<file path="src/rtl/seq_right_shifter.sv">
// Multi-cycle 16-bit right shifter: advances up to three bit positions per cycle,
// with zero or sign fill, and strobes done for one cycle when the result is ready.
module seq_right_shifter (
  input  logic        clk,
  input  logic        reset,
  input  logic        start,
  input  logic [15:0] operand,
  input  logic [3:0]  shift_amt,
  input  logic        arith,
  output logic [15:0] result,
  output logic        busy,
  output logic        done
);

  typedef enum logic [1:0] {
    ST_IDLE  = 2'd0,
    ST_SHIFT = 2'd1,
    ST_DONE  = 2'd2
  } state_t;

  state_t      state_r;
  logic [15:0] work_r;
  logic [3:0]  remaining_r;
  logic        fill_mode_r;
  logic        sign_r;
  logic [15:0] result_r;
  logic        busy_r;
  logic        done_r;

  logic [1:0]  step_s;
  logic        fill_s;
  logic [15:0] shifted_s;
  logic        last_step_s;

  // Shift v right by step (0..3), feeding fill into the vacated MSBs.
  function automatic logic [15:0] shift_fill(input logic [15:0] v,
                                             input logic [1:0]  step,
                                             input logic        fill);
    logic [15:0] r;
    case (step)
      2'd0:    r = v;
      2'd1:    r = {fill, v[15:1]};
      2'd2:    r = {{2{fill}}, v[15:2]};
      2'd3:    r = {{3{fill}}, v[15:3]};
      default: r = v;
    endcase
    return r;
  endfunction

  // Per-cycle step size, fill bit and next work value.
  always_comb begin
    step_s      = 2'd0;
    fill_s      = 1'b0;
    shifted_s   = work_r;
    last_step_s = 1'b0;
    if (remaining_r > 4'd3) begin
      step_s = 2'd3;
    end else begin
      step_s = remaining_r[1:0];
    end
    fill_s      = fill_mode_r & sign_r;
    shifted_s   = shift_fill(work_r, step_s, fill_s);
    last_step_s = (remaining_r == {2'b00, step_s});
  end

  // Control FSM with registered datapath and outputs; reset dominates start.
  always_ff @(posedge clk) begin
    if (reset) begin
      state_r     <= ST_IDLE;
      work_r      <= 16'h0000;
      remaining_r <= 4'd0;
      fill_mode_r <= 1'b0;
      sign_r      <= 1'b0;
      result_r    <= 16'h0000;
      busy_r      <= 1'b0;
      done_r      <= 1'b0;
    end else begin
      case (state_r)
        ST_IDLE, ST_DONE: begin
          done_r <= 1'b0;
          if (start) begin
            work_r      <= operand;
            remaining_r <= shift_amt;
            fill_mode_r <= arith;
            sign_r      <= operand[15];
            busy_r      <= 1'b1;
            state_r     <= ST_SHIFT;
          end else begin
            busy_r  <= 1'b0;
            state_r <= ST_IDLE;
          end
        end
        ST_SHIFT: begin
          // Start is deliberately ignored here; only the shift advances.
          work_r      <= shifted_s;
          remaining_r <= remaining_r - {2'b00, step_s};
          if (last_step_s) begin
            result_r <= shifted_s;
            done_r   <= 1'b1;
            busy_r   <= 1'b0;
            state_r  <= ST_DONE;
          end else begin
            done_r  <= 1'b0;
            busy_r  <= 1'b1;
            state_r <= ST_SHIFT;
          end
        end
        default: begin
          state_r <= ST_IDLE;
          busy_r  <= 1'b0;
          done_r  <= 1'b0;
        end
      endcase
    end
  end

  assign result = result_r;
  assign busy   = busy_r;
  assign done   = done_r;

endmodule

</file>
<file path="config.mk">
export PLATFORM = sky130hd
export DESIGN_NAME = seq_right_shifter
export DESIGN_NICKNAME = d
export VERILOG_FILES = /design/src/rtl/seq_right_shifter.sv
export SDC_FILE = /design/constraint.sdc
export NUM_CORES = 1
export LEC_CHECK = 0
export BUFFER_PORTS_ARGS = -buffer_cell sky130_fd_sc_hd__buf_2
export CAP_MARGIN = 20
export CORE_MARGIN = 2
export CORE_UTILIZATION = 30
export DETAILED_ROUTE_END_ITERATION = 8
export PLACE_DENSITY_LB_ADDON = 0.12
export SYNTH_ARGS = -nofsm -noshare
export SYNTH_HDL_FRONTEND = slang
export SYNTH_SLANG_ARGS = --single-unit
export TNS_END_PERCENT = 5
</file>
<file path="constraint.sdc">
create_clock -name clk -period 2.3 [get_ports clk]
set_input_delay 0.69 -clock clk [delete_from_list [all_inputs] [get_ports clk]]
set_output_delay 0.69 -clock clk [all_outputs]
set_load 0.02 [all_outputs]
</file>
==> metrics.md, run 1 <==
| Metric | Value |
|---|---|
| Count of different cell masters after synthesis | 42 |
| PostCTS Resize Cnt | 0 |
| Post-route insts no fill | 352 |
| Post-synthesis to final-layout area growth | 19.0% |
| Remaining number of nets flagged by the antenna check after routing | 0 |
| Buffers and inverters on the worst path | 1 |
| Dpl cells | 344 |
| Setup violations, final | 0 |
| Fin crit period | 2.06 ns |
| Maximum fanout along the worst path | 13 |
| Global-route wire length before repair | 9.86 mm |
| CTS buffer count | 5 |
| Clock-pin transition on the worst setup and hold timing paths | 0.08 ns |
| Global route total overflow | 0 |
| Minimum setup slack among reg-to-reg paths | 0.24 ns |
| Wire length on met2 | 2.74 mm |
| Routed WL per cell | 16.9 um |
| Worst hold slack across all endpoints | 0.460 ns |
| Worst reg2reg startpoint | remaining_r[2]$_SDFFE_PP0P_ |
| Synthesized area divided by synthesized cell count | 8.79 um2 |
| Startpoint kind of the worst setup timing path | flop |
| Height of the die | 86.6 um |
| DRC violation total after the first TritonRoute iteration | 118 |
| Period utilization | 89.4% |
| Proportion of synthesized chip area in sequential cells | 40.1% |
| Placeable core region | 6680 um2 |
| Share of final-layout standard cells stronger than drive strength 1 | 23.5% |
| Total global routing track utilization | 16.7% |
| Detailed-routing iteration count for the pre-antenna-repair pass | 4 |
| Effective utilization at floorplan | 30.7% |
| Cell-by-cell listing of the critical path | or2_0 -> nand2b_1 -> ha_1 -> and3_1 -> nor2_1 -> buf_12 -> a2bb2o_1 |
| TritonCTS clock tree | done |
| Cell type contributing the most total cell area after synthesis | sky130_fd_sc_hd__dfxtp_1 |
| Hold-fix buffers, CTS | 0 |
| Setup slack after layout | 0.243 ns |
| Fraction of registers with async set/reset | 0% |
| Residual DRC | 0 |
| Skew-Pair Late Insertion Delay | 0.30 ns |
| Syn. warnings | 0 |
| Startpoint of the worst setup timing path | remaining_r[2]$_SDFFE_PP0P_ |
| Path category of the worst min-delay check | reg2reg |
| Number of clock sinks | 41 |
| Power density over cell area | 834 nW/um2 |
| Number of levels in the clock H-tree | 2 |
| Boundary Pins | 42 |
| Port Buffer Count | 41 |
| Maximum single-stage delay on the critical path | 0.39 ns |
| Total count of max-transition violations in the final report | 0 |
| Synth Cell Area | 2050 um2 |
| Horizontal die dimension | 86.6 um |
| Pin count of the biggest net entering global routing | 23 |
| Primary flip-flop cell chosen by synthesis mapping | sky130_fd_sc_hd__dfxtp_1 |
| Top delay family on crit path | simple AND/OR/NAND/NOR gates |
| Total negative slack for setup checks | 0 ns |
| Via count | 1921 |
| Source of the worst hold timing path | sign_r$_SDFFE_PP0P_ |
| Post-CTS Repair Setup Buffers | 0 |
| Relative slew margins | 69.7% |
| Largest cells by area after synthesis | sky130_fd_sc_hd__dfxtp_1, sky130_fd_sc_hd__o22ai_1, sky130_fd_sc_hd__a22oi_1 |
| Site Rows | 30 |
| Topmost layer with routed signal wires | met4 |
| Diode count | 0 |
| Nature of the critical path endpoint | flop |
| Post-synthesis net count | 258 |
| WL met1 | 2.96 mm |
| Clock tree root buffer cell | sky130_fd_sc_hd__clkbuf_8 |
| Portion of synthesized cell area occupied by the leading cell type | 40.1% |
| Top achievable clock speed | 486 MHz |
| Slowest cell on the critical path | sky130_fd_sc_hd__dfxtp_1 |
| Sum of internal, switching and leakage power | 0.00203 W |
| Placed wire-length estimate after detailed placement | 4.13 mm |
| Worst vdd ir | 0.000295 V |
| Die Outline Area | 7500 um2 |
| DR WL met3 | 220 um |
| Final #Nets | 296 |
| Deepest clock path buffer count | 2 |
| Endpoint required time on the critical path | 2.48 ns |
| Fin. Hold Viols | 0 |
| Via-per-instance ratio | 5.46 |
| Number of enable flip-flop cells after synthesis | 0 |
| Flip-flop and latch count after synthesis | 41 |
| Initial antenna violation count | 0 |
| Mapped Cells | 233 |
| Post-route clock skew | 0.0121 ns |
| Max cap viols | 0 |
| Setup repair after global routing missed its margin | no |
| Transition time of the tightest slew-check pin | 0.454 ns |
| Total detailed-routing wirelength | 5.95 mm |
| P_leak | 0.991 nW |
| Placer's final routability congestion estimate | 0.804 |
| Via count of the first global-routing pass | 1871 |
| Post-place setup slack | 0.275 ns |
| Run status | finished clean |
| Signal arrival time at the worst endpoint | 2.24 ns |
| Commonest non-fill, non-tap cells in the layout | sky130_fd_sc_hd__dfxtp_1, sky130_fd_sc_hd__buf_2, sky130_fd_sc_hd__o22ai_1 |
| Crit path kind | reg2reg |
==> kinds of logic (layout without fill, tap and decap cells) <==
kind of cell / count (synthesis) / in the layout / share of synthesized area (%)
and+or+nand+nor: 64 / 64 / 16.2
adders and majority gates: 1 / 1 / 0.611
DFF: 41 / 41 / 40.1
AOI/OAI and AO/OA: 97 / 97 / 33.2
buffers and inverters: 24 / 63 / 6.96
muxes: 6 / 6 / 2.93
==> worst register-to-register path, cell delays in order (launching register included) <==
cell and delay [ns]:
sky130_fd_sc_hd__dfxtp_1 0.39, sky130_fd_sc_hd__or2_0 0.36, sky130_fd_sc_hd__nand2b_1 0.13, sky130_fd_sc_hd__ha_1 0.21
sky130_fd_sc_hd__and3_1 0.32, sky130_fd_sc_hd__nor2_1 0.11, sky130_fd_sc_hd__buf_12 0.16, sky130_fd_sc_hd__a2bb2o_1 0.27
==> per-stage QoR <==
step / instance area, um2 / util (%)
floorplan: 2050 / -
global placement: 2320 / 34.7
detailed placement: 2320 / 34.7
CTS: 2440 / 36.5
global route: 2440 / 36.5
finish: 2440 / 36.5
==> cells in the mapped netlist (5+ instances only) <==
library cell and count:
sky130_fd_sc_hd__nor2b_1 9, sky130_fd_sc_hd__nand2b_1 14, sky130_fd_sc_hd__nand2_1 12, sky130_fd_sc_hd__o2bb2ai_1 12
sky130_fd_sc_hd__a22oi_1 14, sky130_fd_sc_hd__dfxtp_1 41, sky130_fd_sc_hd__a21o_1 5, sky130_fd_sc_hd__clkbuf_1 12
sky130_fd_sc_hd__a21oi_1 15, sky130_fd_sc_hd__o22ai_1 32, sky130_fd_sc_hd__nor3_1 5, sky130_fd_sc_hd__nor2_1 15
sky130_fd_sc_hd__mux2i_1 6
==> flip-flops by register name, indices dropped and copies added, names as in the netlist <==
signal and flops:
result 16, sign_r 1, done 1, work_r 16
remaining_r 4, state_r 2, fill_mode_r 1
==> worst paths after layout <==
kind	to	depth (start not counted)
min	sign_r$_SDFFE_PP0P_	2
max	result[12]$_SDFFE_PP0P_	7
min reg2reg	sign_r$_SDFFE_PP0P_	2
max reg2reg	result[12]$_SDFFE_PP0P_	7
==> routing by layer <==
layer | vias to the layer above | GRT usage, %
li1 | 959 | -
met1 | 909 | 23.9
met2 | 51 | 25.7
met3 | 2 | 3.43
met4 | 0 | 4.26
met5 | - | 0
==> where the power goes <==
| part | total [W] | switching (W) | internal (W) | leakage, nW |
|---|---|---|---|---|
| sequential | 0.000847 | 0.0000730 | 0.000774 | 0.336 |
| clock | 0.000621 | 0.000267 | 0.000353 | 0.0574 |
| combinational | 0.000565 | 0.000322 | 0.000243 | 0.598 |
==> cell type report <==
class / instances / area [um2]
fill: 713 / 4240
tap: 80 / 100
clock inverter: 2 / 37.5
sequential: 41 / 821
timing repair buffer: 52 / 300
multi-input combinational: 168 / 1080
inverter: 3 / 11.3
clock buffer: 6 / 82.6
Note: power is estimated with default switching activity, not from simulation.
==> run 2, diff against run 1 <==
--- a/config.mk
+++ b/config.mk
@@ -5,6 +5,7 @@
 export SDC_FILE = /design/constraint.sdc
 export NUM_CORES = 1
 export LEC_CHECK = 0
+export ABC_AREA = 1
 export BUFFER_PORTS_ARGS = -buffer_cell sky130_fd_sc_hd__buf_2
 export CAP_MARGIN = 20
 export CORE_MARGIN = 2
==> run 2 against run 1 <==
Compared with the run above:
- sequential share of layout area down 4.3 points
- die area up 16%
- via count up 20%
- sequential cell count unchanged
- clock-buffer cell count down 1
- final cell count up 38%
- clock skew down 0.0055 ns
- worst setup slack better by 0.19 ns
- largest cell class unchanged
- clock power up 14%
- synthesized area up 17%
- non-clock buffer count down 3
- routed wire length up 17%
==> metrics.md, run 2 <==
| Metric | Value |
|---|---|
| Run status | finished clean |
| Crit path kind | reg2reg |
| Met2 global-route usage | 28.6% |
| Critical R2R Capture | result[15]$_SDFFE_PP0P_ |
| Fill count | 855 |
| Routed WL per cell | 14.4 um |
| Site Rows | 32 |
| Max cap viols | 0 |
| Largest cells by area after synthesis | sky130_fd_sc_hd__dfxtp_1, sky130_fd_sc_hd__nand2_1, sky130_fd_sc_hd__nand3_1 |
| Setup violations, final | 0 |
| Transition time of the tightest slew-check pin | 0.514 ns |
| Number of clock sinks | 41 |
| Min-Delay Endpoint | result[4]$_SDFFE_PP0P_ |
| Post-synthesis to final-layout area growth | 17.0% |
| Fraction of registers with async set/reset | 0% |
| Worst reg2reg startpoint | remaining_r[3]$_SDFFE_PP0P_ |
| Fin crit period | 1.87 ns |
| Mapped Cells | 344 |
| Setup slack after layout | 0.430 ns |
| Port Buffer Count | 41 |
| Maximum fanout along the worst path | 12 |
| Pin count of the biggest net entering global routing | 21 |
| Placer's final routability congestion estimate | 0.754 |
| Relative slew margins | 65.6% |
| Period utilization | 81.3% |
| Post-CTS Repair Setup Buffers | 0 |
| Post-synthesis net count | 369 |
| Top achievable clock speed | 535 MHz |
| Synthesized area divided by synthesized cell count | 6.94 um2 |
| GR peak layer | met2 |
| Minimum setup slack among reg-to-reg paths | 0.43 ns |
| Portion of synthesized cell area occupied by the leading cell type | 34.4% |
| Endpoint required time on the critical path | 2.54 ns |
| Share of final-layout standard cells stronger than drive strength 1 | 24.1% |
| Number of enable flip-flop cells after synthesis | 0 |
| PostCTS Resize Cnt | 0 |
| Worst vdd ir | 0.000232 V |
| Total detailed-routing wirelength | 6.97 mm |
| Hold-fix buffers, CTS | 0 |
| CTS buffer count | 5 |
| Most used standard cells in the synthesized netlist | sky130_fd_sc_hd__nand2_1, sky130_fd_sc_hd__dfxtp_1, sky130_fd_sc_hd__nand3_1, sky130_fd_sc_hd__inv_1, sky130_fd_sc_hd__o21ai_0 |
| Post-route insts no fill | 484 |
| Nature of the critical path endpoint | flop |
| Cell type contributing the most total cell area after synthesis | sky130_fd_sc_hd__dfxtp_1 |
| Deepest clock path buffer count | 2 |
| Synth Cell Area | 2390 um2 |
| Dpl cells | 476 |
| Total count of max-transition violations in the final report | 0 |
| Clock-pin transition on the worst setup and hold timing paths | 0.09 ns |
| Signal arrival time at the worst endpoint | 2.11 ns |
| Post-place setup slack | 0.473 ns |
| Post-route clock skew | 0.00662 ns |
| Proportion of synthesized chip area in sequential cells | 34.4% |
| Final #Nets | 406 |
| Flip-flop and latch count after synthesis | 41 |
| Met1 capacity usage during global routing | 22.4% |
| Hold-critical path depth | 2 |
| Reg2Reg Depth | 9 |
| Placeable core region | 7730 um2 |
| Number of levels in the clock H-tree | 2 |
| Source of the worst hold timing path | result[4]$_SDFFE_PP0P_ |
| Total global routing track utilization | 17.0% |
| Diode count | 0 |
| Via-per-instance ratio | 4.76 |
| Fin. Hold Viols | 0 |
| Total negative slack for setup checks | 0 ns |
| Height of the die | 93.2 um |
| Count of different cell masters after synthesis | 31 |
| Detailed-routing iteration count for the pre-antenna-repair pass | 4 |
| Primary flip-flop cell chosen by synthesis mapping | sky130_fd_sc_hd__dfxtp_1 |
| Met3 layer usage reported by global route | 3.14% |
| Residual DRC | 0 |
| Skew-Pair Late Insertion Delay | 0.30 ns |
| Leading cell type by number of instances after synthesis | sky130_fd_sc_hd__nand2_1 |
| Clock tree root buffer cell | sky130_fd_sc_hd__clkbuf_8 |
| Global-route wire length before repair | 11.5 mm |
| Boundary Pins | 42 |
| Global route total overflow | 0 |
| Path category of the worst min-delay check | reg2reg |
| Initial antenna violation count | 0 |
| TritonCTS clock tree | done |
| Die Outline Area | 8690 um2 |
| Remaining number of nets flagged by the antenna check after routing | 0 |
| Sum of internal, switching and leakage power | 0.00224 W |
| Commonest non-fill, non-tap cells in the layout | sky130_fd_sc_hd__nand2_1, sky130_fd_sc_hd__dfxtp_1, sky130_fd_sc_hd__buf_2 |
| Syn. warnings | 0 |
| P_leak | 1.32 nW |
| Via count | 2304 |
| Horizontal die dimension | 93.2 um |
| Setup repair after global routing missed its margin | no |
| DRC violation total after the first TritonRoute iteration | 116 |
| Via count of the first global-routing pass | 2202 |
| Power density over cell area | 800 nW/um2 |
| Placed wire-length estimate after detailed placement | 4.63 mm |
| Leading cell type in the layout, fill and taps excluded | sky130_fd_sc_hd__nand2_1 |
| Effective utilization at floorplan | 30.9% |
| Startpoint kind of the worst setup timing path | flop |
==> run 2: changes by cell type after synthesis, sizes merged, moves of 29 or more <==
cell	delta
nand2	+89
nand3	+49
inv	+40
o22ai	-31
o21ai	+29
==> run 2: kinds of logic after synthesis <==
kind of cell | synth area share [%]
buf+inv | 12.5
flops | 34.4
simple gates | 38.1
compound gates | 14.5
fa+ha+maj | 0.524
==> run 2: how the worst max path moves through the flow <==
stage / slack, ns / endpoint / cells after the start / start
2_1_floorplan: 0.67 / result[4]$_SDFFE_PP0P_ / 11 / remaining_r[0]$_SDFFE_PP0P_
3_3_place_gp: 0.52 / result[15]$_SDFFE_PP0P_ / 9 / remaining_r[3]$_SDFFE_PP0P_
3_5_place_dp: 0.47 / result[1]$_SDFFE_PP0P_ / 9 / remaining_r[3]$_SDFFE_PP0P_
4_1_cts: 0.44 / result[15]$_SDFFE_PP0P_ / 9 / remaining_r[3]$_SDFFE_PP0P_
5_1_grt: 0.28 / result[15]$_SDFFE_PP0P_ / 9 / remaining_r[3]$_SDFFE_PP0P_
6_report: 0.43 / result[15]$_SDFFE_PP0P_ / 9 / remaining_r[3]$_SDFFE_PP0P_
==> run 2: power breakdown <==
| group | switching [W] | internal, W |
|---|---|---|
| combinational | 0.000474 | 0.000225 |
| sequential | 0.0000531 | 0.000775 |
| clock | 0.000277 | 0.000432 |
==> run 2: layer usage <==
| metal | part of all wire [%] | vias up | wire length, um |
|---|---|---|---|
| met3 | 5.5 | 5 | 381 |
| met1 | 48 | 1044 | 3320 |
| met2 | 46 | 54 | 3200 |
| met5 | 0 | - | 0 |
| li1 | - | 1201 | - |
| met4 | 1.0 | 0 | 70 |
==> run 2: critical path: stages, from the launching register on <==
cell,delay [ns]
sky130_fd_sc_hd__dfxtp_1,0.48
sky130_fd_sc_hd__inv_1,0.09
sky130_fd_sc_hd__nand2_2,0.10
sky130_fd_sc_hd__nand2_1,0.06
sky130_fd_sc_hd__ha_1,0.25
sky130_fd_sc_hd__nand2_4,0.12
sky130_fd_sc_hd__nor2_8,0.05
sky130_fd_sc_hd__inv_1,0.39
sky130_fd_sc_hd__nand3_1,0.14
sky130_fd_sc_hd__o21ai_1,0.11
==> run 2: cell type report <==
| type | count | area (um2) | area share [%] |
|---|---|---|---|
| Multi-Input combinational cell | 239 | 1270 | 45.4 |
| Clock inverter | 3 | 65.1 | 2.33 |
| Clock buffer | 5 | 68.8 | 2.46 |
| Inverter | 45 | 178 | 6.36 |
| Tap cell | 102 | 128 | 4.57 |
| Sequential cell | 41 | 821 | 29.4 |
| Timing Repair Buffer | 49 | 265 | 9.49 |
==> run 2: stage by stage <==
step | hold slack, ns | util [%] | instance area, um2
finish | 0.472 | 36.2 | 2790
global route | 0.492 | 36.2 | 2790
CTS | 0.473 | 36.2 | 2790
detailed placement | 0.460 | 34.4 | 2660
global placement | 0.448 | 34.4 | 2660
floorplan | 0.440 | - | 2390
==> run 3, diff against run 2 <==
==> constraint.sdc (replaced) <==
create_clock -name clk -period 1.65 [get_ports clk]
set_input_delay 0.495 -clock clk [delete_from_list [all_inputs] [get_ports clk]]
set_output_delay 0.495 -clock clk [all_outputs]
set_load 0.02 [all_outputs]
==> run 3 against run 2 <==
Compared with the run above:
- die area is the same
- clock-buffer cell count grew 1
- worst hold slack worse by 0.039 ns
- highest routed layer unchanged
- via count increased by 4.4%
- critical path depth decreased by 1
- sequential cell count did not move
- combinational power rose by 57%
- clock power increased by 26%
- final cell count grew 3.5%
- first-iteration DRC count shrank 17%
==> metrics.md, run 3 (synthesis gave the netlist of run 2 again) <==
| Metric | Value |
|---|---|
| Total negative slack for setup checks | 0 ns |
| Leading cell type in the layout, fill and taps excluded | sky130_fd_sc_hd__nand2_1 |
| Global route total overflow | 0 |
| Cell-by-cell listing of the critical path | nor2_8 -> buf_4 -> nand2_4 -> nor2_8 -> clkinvlp_4 -> buf_4 -> nand3_1 -> nand2_1 |
| Clock tree root buffer cell | sky130_fd_sc_hd__clkbuf_8 |
| Met2 global-route usage | 29.0% |
| DRC violation total after the first TritonRoute iteration | 96 |
| Total detailed-routing wirelength | 7.21 mm |
| Maximum single-stage delay on the critical path | 0.36 ns |
| Path category of the worst min-delay check | in2reg |
| Total global routing track utilization | 17.2% |
| Effective utilization at floorplan | 30.9% |
| Commonest non-fill, non-tap cells in the layout | sky130_fd_sc_hd__nand2_1, sky130_fd_sc_hd__buf_2, sky130_fd_sc_hd__nand3_1 |
| Height of the die | 93.2 um |
| Startpoint kind of the worst setup timing path | flop |
| Endpoint required time on the critical path | 1.85 ns |
| Final #Nets | 423 |
| Period utilization | 94.8% |
| Placed wire-length estimate after detailed placement | 4.99 mm |
| Post-route cell area | 2960 um2 |
| Post-synthesis to final-layout area growth | 24.0% |
| Max cap viols | 0 |
| Deepest clock path buffer count | 2 |
| Via count of the first global-routing pass | 2263 |
| Post-route clock skew | 0.00957 ns |
| CTS buffer count | 5 |
| Nature of the critical path endpoint | flop |
| Critical R2R Capture | result[6]$_SDFFE_PP0P_ |
| TritonCTS clock tree | done |
| Placer's final routability congestion estimate | 0.814 |
| Worst reg2reg startpoint | remaining_r[2]$_SDFFE_PP0P_ |
| Run status | finished clean |
| Port Buffer Count | 41 |
| Cell area reported after detailed placement | 2810 um2 |
| GR peak layer | met2 |
| Horizontal die dimension | 93.2 um |
| Maximum fanout along the worst path | 17 |
| Fin crit period | 1.56 ns |
| Signal arrival time at the worst endpoint | 1.77 ns |
| Transition time of the tightest slew-check pin | 0.502 ns |
| Worst vdd ir | 0.000402 V |
| Source of the worst hold timing path | arith |
| Residual DRC | 0 |
| P_leak | 1.40 nW |
| Via-per-instance ratio | 4.80 |
| Diode count | 0 |
| Number of clock sinks | 41 |
| Placeable core region | 7730 um2 |
| Via count | 2405 |
| Share of final-layout standard cells stronger than drive strength 1 | 28.3% |
| Global-route wire length before repair | 11.7 mm |
| Fin. Hold Viols | 0 |
| Hold-fix buffers, CTS | 0 |
| Number of levels in the clock H-tree | 2 |
| Relative slew margins | 66.4% |
| Reg2Reg Depth | 8 |
| Crit path kind | reg2reg |
| Setup violations, final | 0 |
| Slowest cell on the critical path | sky130_fd_sc_hd__dfxtp_2 |
| Met3 layer usage reported by global route | 2.58% |
| Top achievable clock speed | 639 MHz |
| Min-Delay Endpoint | fill_mode_r$_SDFFE_PP0P_ |
| Routed WL per cell | 14.4 um |
| Minimum setup slack among reg-to-reg paths | 0.09 ns |
| Remaining number of nets flagged by the antenna check after routing | 0 |
| Total count of max-transition violations in the final report | 0 |
| Clock-pin transition on the worst setup and hold timing paths | 0.09 ns |
| Detailed-routing iteration count for the pre-antenna-repair pass | 4 |
| Site Rows | 32 |
| Initial antenna violation count | 0 |
| Power density over cell area | 1060 nW/um2 |
| Boundary Pins | 42 |
| Pin count of the biggest net entering global routing | 21 |
| Met1 capacity usage during global routing | 23.1% |
| Setup repair after global routing missed its margin | no |
| Skew-Pair Late Insertion Delay | 0.30 ns |
| Hold-critical path depth | 3 |
| Die Outline Area | 8690 um2 |
-- run 3: cell count changes in the layout (fill, tap and decap cells not counted), sizes merged --
cell / delta
buf: +17
clkinvlp: +2
bufinv: -1
clkbuf: +1
clkinv: -1
inv: -1
-- run 3: final cells by class --
| class | instances | area (um2) |
|---|---|---|
| fill | 838 | 4760 |
| multi-input combinational | 239 | 1280 |
| sequential | 41 | 823 |
| timing repair buffer | 66 | 425 |
| inverter | 45 | 185 |
| tap | 102 | 128 |
| clock buffer | 6 | 82.6 |
| clock inverter | 2 | 37.5 |
-- run 3: timing repair --
action,CTS,global route
endpoints found under the setup margin,12,11
gates resized for setup,3,5
cloned,0,0
buffers inserted,0,0
-- run 3: power breakdown --
part	switching (W)	internal [W]
clock	0.000397	0.000493
sequential	0.0000742	0.00108
combinational	0.000686	0.000411
-- run 3: metal layers --
metal  up-vias  part of all wire [%]
met5         -                     0
met4         0                   1.0
met3         8                   4.2
met2        57                    46
met1      1105                    48
li1       1235                     -
-- run 3: how the worst max path moves through the flow --
stage                                 from                 endpoint  slack (ns)
2_1_floorplan  remaining_r[0]$_SDFFE_PP0P_   result[4]$_SDFFE_PP0P_        0.02
3_3_place_gp   remaining_r[3]$_SDFFE_PP0P_   result[8]$_SDFFE_PP0P_        0.03
3_5_place_dp   remaining_r[3]$_SDFFE_PP0P_   result[2]$_SDFFE_PP0P_       -0.03
4_1_cts        remaining_r[3]$_SDFFE_PP0P_  result[15]$_SDFFE_PP0P_        0.05
5_1_grt        remaining_r[2]$_SDFFE_PP0P_   result[4]$_SDFFE_PP0P_      0.0008
6_report       remaining_r[2]$_SDFFE_PP0P_   result[6]$_SDFFE_PP0P_        0.09
-- run 3: stage by stage --
step / util, % / power (W) / cells / worst slack, ns / hold WS [ns]
2_1_floorplan: - / 0.00192 / 344 / 0.0163 / 0.440
3_3_place_gp: 36.4 / 0.00226 / 493 / 0.0312 / 0.448
3_5_place_dp: 36.4 / 0.00226 / 493 / -0.0251 / 0.452
4_1_cts: 38.0 / 0.00314 / 501 / 0.0503 / 0.434
5_1_grt: 38.3 / 0.00334 / 501 / 0.000768 / 0.454
6_report: 38.3 / 0.00314 / 501 / 0.0862 / 0.434
-- run 3: critical path: cells and delay by family, from the launching register on --
family	cells	cell delay, ns
buffers and inverters	3	0.64
and+or+nand+nor	5	0.45
DFF	1	0.36
